File: src/rtl/lti_pkg.sv
// Shared definitions for the LTI sample driver: FSM encoding, sticky-flag
// bit positions and the sticky-flag update rule.
package lti_pkg;

   typedef enum logic [1:0] {
      ST_IDLE  = 2'd0,
      ST_ISSUE = 2'd1,
      ST_WAIT  = 2'd2
   } state_e;

   localparam int FLAG_UNDERRUN = 0;
   localparam int FLAG_OVERRUN  = 1;
   localparam int FLAG_TIMEOUT  = 2;
   localparam int NUM_FLAGS     = 3;

   // Clear drops every flag, but a flag being set in the same cycle survives.
   function automatic logic [NUM_FLAGS-1:0] update_flags(
      input logic [NUM_FLAGS-1:0] cur,
      input logic                 clr,
      input logic [NUM_FLAGS-1:0] set
   );
      return (clr ? '0 : cur) | set;
   endfunction

endpackage

File: src/rtl/lti_tick_gen.sv
// Sample-period counter: counts 0..DIV-1 while enabled and pulses tick for
// the single cycle spent at DIV-1. Disabling holds the count at zero.
module lti_tick_gen
   import lti_pkg::*;
#(
   parameter int DIV = 100
) (
   input  logic clk,
   input  logic rst_n,
   input  logic en,
   output logic tick
);

   localparam int            CW   = (DIV > 1) ? $clog2(DIV) : 1;
   localparam logic [CW-1:0] LAST = CW'(DIV - 1);

   logic [CW-1:0] cnt_q, cnt_d;

   // Next count: freeze at zero when disabled, wrap after the last count.
   always_comb begin
      cnt_d = cnt_q;
      if (!en) begin
         cnt_d = '0;
      end else if (cnt_q == LAST) begin
         cnt_d = '0;
      end else begin
         cnt_d = cnt_q + CW'(1);
      end
   end

   // Count register with synchronous active-low reset.
   always_ff @(posedge clk) begin
      if (!rst_n) begin
         cnt_q <= '0;
      end else begin
         cnt_q <= cnt_d;
      end
   end

   assign tick = en && (cnt_q == LAST);

endmodule

File: src/rtl/lti_sample_driver.sv
// Drives one upstream sample per period into an LTI system, waits a bounded
// time for its output strobe, and hands the captured result downstream with
// sticky underrun/overrun/timeout reporting.
module lti_sample_driver
   import lti_pkg::*;
#(
   parameter int IW  = 16,
   parameter int OW  = 20,
   parameter int DIV = 100,
   parameter int TO  = 8
) (
   input  logic          clk,
   input  logic          rst_n,
   input  logic          en,
   input  logic          clr,
   input  logic [IW-1:0] in_data,
   input  logic          in_valid,
   output logic          in_ready,
   output logic [IW-1:0] sys_in,
   output logic          sys_ce_in,
   input  logic [OW-1:0] sys_out,
   input  logic          sys_ce_out,
   output logic [OW-1:0] out_data,
   output logic          out_valid,
   input  logic          out_ready,
   output logic          underrun,
   output logic          overrun,
   output logic          timeout,
   output logic [15:0]   sample_count
);

   // Wait counter only ever reaches TO-1 before leaving WAIT.
   localparam int             WCW     = (TO > 0) ? $clog2(TO + 1) : 1;
   localparam logic [WCW-1:0] TO_LAST = WCW'(TO - 1);

   state_e                 state_q, state_d;
   logic                   tick;
   logic                   is_issue, is_wait, take, capture, expire;
   logic [WCW-1:0]         wcnt_q, wcnt_d;
   logic [IW-1:0]          sys_in_q, sys_in_d;
   logic                   sys_ce_in_q, sys_ce_in_d;
   logic [OW-1:0]          out_data_q, out_data_d;
   logic                   out_valid_q, out_valid_d;
   logic [NUM_FLAGS-1:0]   flags_q, flags_d, flag_set;
   logic [15:0]            sample_count_q, sample_count_d;

   lti_tick_gen #(
      .DIV (DIV)
   ) u_tick_gen (
      .clk   (clk),
      .rst_n (rst_n),
      .en    (en),
      .tick  (tick)
   );

   // FSM state register.
   always_ff @(posedge clk) begin
      if (!rst_n) begin
         state_q <= ST_IDLE;
      end else begin
         state_q <= state_d;
      end
   end

   // FSM next state: ISSUE lasts one cycle; WAIT ends on capture or expiry.
   always_comb begin
      state_d = state_q;
      case (state_q)
         ST_IDLE:  if (tick) state_d = ST_ISSUE;
         ST_ISSUE: state_d = ST_WAIT;
         ST_WAIT:  if (capture || expire) state_d = ST_IDLE;
         default:  state_d = ST_IDLE;
      endcase
   end

   // FSM decoded outputs; ce_out is only honoured while waiting.
   always_comb begin
      is_issue = (state_q == ST_ISSUE);
      is_wait  = (state_q == ST_WAIT);
      take     = is_issue && in_valid;
      in_ready = take;
      capture  = is_wait && sys_ce_out;
      expire   = is_wait && !sys_ce_out && (wcnt_q == TO_LAST);
   end

   // Datapath next state: sample latch, strobe, result capture, flags, count.
   always_comb begin
      wcnt_d      = is_wait ? (wcnt_q + WCW'(1)) : '0;
      sys_in_d    = take ? in_data : sys_in_q;
      sys_ce_in_d = is_issue;
      out_data_d  = capture ? sys_out : out_data_q;

      out_valid_d = out_valid_q;
      if (capture) begin
         out_valid_d = 1'b1;
      end else if (out_valid_q && out_ready) begin
         out_valid_d = 1'b0;
      end

      flag_set                = '0;
      flag_set[FLAG_UNDERRUN] = is_issue && !in_valid;
      flag_set[FLAG_OVERRUN]  = capture && out_valid_q && !out_ready;
      flag_set[FLAG_TIMEOUT]  = expire;
      flags_d                 = update_flags(flags_q, clr, flag_set);

      sample_count_d = capture ? (sample_count_q + 16'd1) : sample_count_q;
   end

   // Datapath registers; reset discards any transaction in flight.
   always_ff @(posedge clk) begin
      if (!rst_n) begin
         wcnt_q         <= '0;
         sys_in_q       <= '0;
         sys_ce_in_q    <= 1'b0;
         out_data_q     <= '0;
         out_valid_q    <= 1'b0;
         flags_q        <= '0;
         sample_count_q <= '0;
      end else begin
         wcnt_q         <= wcnt_d;
         sys_in_q       <= sys_in_d;
         sys_ce_in_q    <= sys_ce_in_d;
         out_data_q     <= out_data_d;
         out_valid_q    <= out_valid_d;
         flags_q        <= flags_d;
         sample_count_q <= sample_count_d;
      end
   end

   assign sys_in       = sys_in_q;
   assign sys_ce_in    = sys_ce_in_q;
   assign out_data     = out_data_q;
   assign out_valid    = out_valid_q;
   assign underrun     = flags_q[FLAG_UNDERRUN];
   assign overrun      = flags_q[FLAG_OVERRUN];
   assign timeout      = flags_q[FLAG_TIMEOUT];
   assign sample_count = sample_count_q;

endmodule

File: config.mk
export PLATFORM = sky130hd
export DESIGN_NAME = lti_sample_driver
export DESIGN_NICKNAME = d
export VERILOG_FILES = /design/src/rtl/lti_pkg.sv /design/src/rtl/lti_tick_gen.sv /design/src/rtl/lti_sample_driver.sv
export SDC_FILE = /design/constraint.sdc
export NUM_CORES = 1
export LEC_CHECK = 0
export CAP_MARGIN = 20
export CELL_PAD_IN_SITES_DETAIL_PLACEMENT = 0
export CELL_PAD_IN_SITES_GLOBAL_PLACEMENT = 1
export CORE_UTILIZATION = 31
export CTS_CLUSTER_SIZE = 24
export DETAILED_ROUTE_END_ITERATION = 10
export PLACE_DENSITY = 0.83
export SYNTH_ARGS = -nofsm -noshare
export SYNTH_HDL_FRONTEND = slang
export SYNTH_SLANG_ARGS = --single-unit
File: constraint.sdc
create_clock -name clk -period 1.77 [get_ports clk]
set_input_delay 0.531 -clock clk [delete_from_list [all_inputs] [get_ports clk]]
set_output_delay 0.531 -clock clk [all_outputs]
set_load 0.01 [all_outputs]
; Word-level counts from Yosys, hierarchy flattened
; Index checks and enable logic that the tools add are counted.
[totals]
regBits = 70
latch_bits = 0
ramBits = 0
mem_bits_ro = 0
inputBits = 43
output_inout_bits = 58
elab_cells = 45
n_memories = 0
[classes]
addsub = 3
multipliers = 0
n_div = 0
order_cmp = 0
eq_ne = 6
shifts = 0
muxes = 6
bitwise_logic = 3
reduce_logical = 18
[op_table]
columns = op, n
row1 = adder 16 x 1 -> 16 bit (second input constant), 1
row2 = logical AND 1 bit, 9
row3 = adder 7 x 1 -> 7 bit (second input constant), 1
row4 = == test 7 bit (second input constant), 1
row5 = one-hot mux 2 bit (3 select lines), 1
row6 = adder 4 x 1 -> 4 bit (second input constant), 1
row7 = == test 4 x 3 -> 1 bit (second input constant), 1
row8 = 2-to-1 mux 2 bit, 2
row9 = AND reduction 2 bit, 2
row10 = logical NOT 1 bit, 3
row11 = 2-to-1 mux 3 bit, 1
row12 = OR 3 bit, 1
row13 = OR reduction 3 bit, 1
row14 = == test 2 x 1 -> 1 bit (second input constant), 1
row15 = == test 2 bit (second input constant), 1
row16 = logical NOT 2 bit, 1
row17 = 2-to-1 mux 1 bit, 2
row18 = != test 2 x 1 -> 1 bit (second input constant), 1
row19 = != test 2 bit (second input constant), 1
row20 = inverter 1 bit, 2
row21 = nonzero test 2 bit, 1
row22 = logical OR 1 bit, 1

; Logic depth before layout (Yosys ltp)
[logic_depth]
word_depth = 6
ltp_mapped = 6
depth_no_buf = 5

; Modules after synthesis
; From an unflattened synthesis, not the netlist that was laid out.
[unflattened]
cells_unflattened = 317
hier_area_um2 = 2670.1
[modules_own_cells]
columns = mod, instances, cells_each, area_each_um2, seq_area_each_um2
row1 = lti_sample_driver, 1, 283, 2344.7, 1261.2
row2 = lti_tick_gen, 1, 34, 325.3, 140.1

; Least setup slack after synthesis
; Ideal clock, no wire load.
[synth_path]
path_type = reg-to-output
startpoint = reg state_q[1]
endpoint = out in_ready
arrival_ns = 1.106
t_required_ns = 1.239
setup_slack_ns = 0.133
stages_incl_launch_ff = 5
path_buffers = 1
path_cell_list = dfxtp_1 and2b_1 nand2_1 clkinv_1 buf_2
[synth_via]
elab_chain_cells = 2
[synth_rtl]
columns = item, line
row1 = start: declaration, lti_sample_driver.sv:36  ; state_e state_q, state_d;
row2 = start signal: assignment, lti_sample_driver.sv:61  ; state_q <= state_d;
row3 = == test 2 x 1 -> 1 bit, lti_sample_driver.sv:78  ; is_issue = (state_q == ST_ISSUE);
row4 = logical AND 1 bit, lti_sample_driver.sv:80  ; take = is_issue && in_valid;
row5 = end: declaration, lti_sample_driver.sv:18  ; output logic in_ready,
; No other way between the ends.

; Final worst setup path
[layout_path]
startpoint = in sys_ce_out
endpoint = reg sample_count_q[15] (netlist: sample_count[15])
[layout_via]
elab_chain_cells = 1
[layout_rtl]
columns = item, line
row1 = start: declaration, lti_sample_driver.sv:22  ; input logic sys_ce_out,
row2 = logical AND 1 bit, lti_sample_driver.sv:82  ; capture = is_wait && sys_ce_out;
row3 = end signal: assignment, lti_sample_driver.sv:126  ; sample_count_q <= sample_count_d;
row4 = end: declaration, lti_sample_driver.sv:45  ; logic [15:0] sample_count_q, sample_count_d;
; No other way between the ends.
; A chain may end at the register's enable or synchronous reset.

==> flow_metrics.env <==
export IMPL_hold_class="reg2reg"
export IMPL_vdd_drop_max_v=0.000432
export IMPL_ys_flop_type="dfxtp_1"
export IMPL_coreArea_sq_um=8180
export IMPL_grt_overflow=0
export IMPL_finalNetCount=474
export IMPL_maxSlewViolCount=0
export IMPL_worstPathMaxFanout=3
export IMPL_syn_avg_cell_area_sq_um=8.40
export IMPL_slowest_delay_ns=0.50
export IMPL_min_path_cells=2
export IMPL_netlist_top_cells_area="dfxtp_1 54%, nand2_1 13%, a21oi_1 8.2%"
export IMPL_die_w_um=93.8
export IMPL_finClkSkew_ns=0.00475
export IMPL_clk_pin_slew_ns=0.08
export IMPL_setup_tns_ns=0
export IMPL_cp_top_family="simple AND/OR/NAND/NOR gates"
export IMPL_ctsLongestPathBuffers=2
export IMPL_grt_pass1_wl_um=10200
export IMPL_core_rowCount=33
export IMPL_maxCapViolCount=0
export IMPL_syn_num_nets=357
export IMPL_dr_first_iter_drc_count=76
export IMPL_crit_start="sys_ce_out"
export IMPL_htreeDepth=3
export IMPL_worst_setup_path_start_kind="input port"
export IMPL_slew_headroom=0.803
export IMPL_diodes=0
export IMPL_dp_hpwl_um=4460
export IMPL_synth_area_leader_cell="dfxtp_1"
export IMPL_worst_setup_path_type="in2reg"
export IMPL_instances_no_fill=538
export IMPL_reg2reg_depth=6
export IMPL_hold_buffers=0
export IMPL_die_y_um=93.8
export IMPL_fp_dieArea_sq_um=8800
export IMPL_dr_pass1_iters=4
export IMPL_wl_per_cell_um=12.0
export IMPL_final_cell_mix="86 x nand2_1, 60 x dfxtp_1, 43 x a21oi_1"
export IMPL_critPathRequiredTime_ns=2.04
export IMPL_synth_cell_types=33
export IMPL_synth_seq_cells=70
export IMPL_worstPathBufferInverterCount=1
export IMPL_synth_edf_count=0
export IMPL_cellPowerDensity_nw_per_um2=798
export IMPL_io_pins=101
export IMPL_antenna_found_initial=0
export IMPL_cts_sinks=70
export IMPL_final_hold_viol_count=0
export IMPL_r2r_slack_ns=0.21
export IMPL_cp_cell_sequence="clkdlybuf4s50_1 -> and3b_1 -> nand3_4 -> or4_1 -> a21oi_1"
export IMPL_grt_pass1_vias=2250
export IMPL_crit_arrival_ns=1.99
export IMPL_crit_cells=5
export IMPL_yosys_area_top_type_share=0.536
export IMPL_rsz0062_at_grt="false"
export IMPL_final_common_cell="nand2_1"
export IMPL_worstReg2RegStart="sample_count[0]"
export IMPL_hold_start="sys_in[15]"
export IMPL_outcome="finished, final reports clean"
export IMPL_wirelength_um=6470
export IMPL_cp_end_kind="flop"
export IMPL_slowest_stage="clkdlybuf4s50_1"
export IMPL_hold_ws_ns=0.450
export IMPL_grtUsageTotal=0.150
export IMPL_drc_errors=0
export IMPL_ant_nets=0
export IMPL_yosys_warnings=0
export IMPL_dp_cells=522
export IMPL_worst_pin_slew_ns=0.292
export IMPL_fmax_mhz=584
export IMPL_setup_viol=0
export IMPL_p_total_mw=3.29
export IMPL_fin_crit_sh=0.967
export IMPL_async_reset_ff_frac=0
export IMPL_num_vias=2477
export IMPL_gp_congestion=0.719
export IMPL_cts_buffers=9
export IMPL_synth_seq_area_share=0.536
export IMPL_clk_latency_ns=0.34
export IMPL_final_min_clock_period_ns=1.71
export IMPL_syn_inst=311
export IMPL_grt_max_degree=44
export IMPL_io_buffer_count=100
export IMPL_leakage_nw=2.00
export IMPL_via_per_inst=4.60
export IMPL_netlist_area_sq_um=2610
export IMPL_syn_to_final_growth_pct=57.6
export IMPL_root_buffer="clkbuf_8"
export IMPL_drive_gt1_frac=0.118
export IMPL_cts_tree="yes"
export IMPL_start_util=0.320
worst min-delay path, delay by kind of cell, from the launching register on:
family / cells / cell delay [ns]
simple gates: 1 / 0.05
compound gates: 1 / 0.05
flops: 1 / 0.31
cell type report:
type	count	area [sq um]
Clock buffer	9	124
Clock inverter	7	123
Fill cell	825	4060
Inverter	6	23.8
Multi-Input combinational cell	222	1130
Sequential cell	70	1410
Tap cell	105	131
Timing Repair Buffer	119	1170
synth_stat cells, drive strengths merged (2+ instances only):
library cell,count
nand2,87
dfxtp,70
a21oi,43
nor2,28
nand3,12
clkbuf,10
xnor2,9
xor2,8
inv,5
nand4,4
buf,3
ha,3
nor4,3
o21ai,3
o31ai,3
and3,2
and4,2
nand2b,2
nand3b,2
nor3,2
or3,2
or4,2
logic make-up after synthesis:
| group | synth area share |
|---|---|
| compound gates | 0.100 |
| xor+xnor | 0.0570 |
| mux | 0.00383 |
| fa+ha+maj | 0.0144 |
| flops | 0.536 |
| buf+inv | 0.0306 |
| simple gates | 0.258 |
per-stage QoR:
| step | util | instance area, sq um | setup slack (ns) |
|---|---|---|---|
| after detailed placement | 0.472 | 3850 | -0.499 |
| final | 0.504 | 4120 | 0.0581 |
| after global placement | 0.472 | 3850 | -0.512 |
| after global routing | 0.504 | 4120 | 0.00812 |
| after floorplan | - | 2610 | 0.133 |
| after CTS | 0.497 | 4070 | 0.00141 |
where the power goes:
part	internal (mW)	switching (mW)
Clock	0.940	0.634
Sequential	1.58	0.00198
Combinational	0.0914	0.0436
sequential cells by signal, indices dropped and copies added, names as in the netlist:
| register | count |
|---|---|
| out_valid | 1 |
| sys_ce_in | 1 |
| sample_count | 16 |
| u_tick_gen.cnt_q | 7 |
| sys_in | 16 |
| out_data | 20 |
| wcnt_q | 4 |
| state_q | 2 |
| flags_q | 3 |
worst paths after layout:
path                 endpoint
min                sys_in[15]
min reg2reg        sys_in[15]
max          sample_count[15]
max reg2reg  sample_count[14]
routing by layer:
layer | up-vias | routed length [um] | GRT usage
met1 | 1119 | 2880 | 0.177
met5 | - | 0 | 0
met3 | 8 | 516 | 0.0558
li1 | 1268 | - | -
met4 | 0 | 101 | 0.0615
met2 | 82 | 2970 | 0.244
repair_timing:
action	CTS	global route
resized for setup	53	20
pin swaps	1	0
endpoints found under the setup margin	37	20
buffers inserted	0	0
No activity file was read; power rests on OpenSTA's default activity.
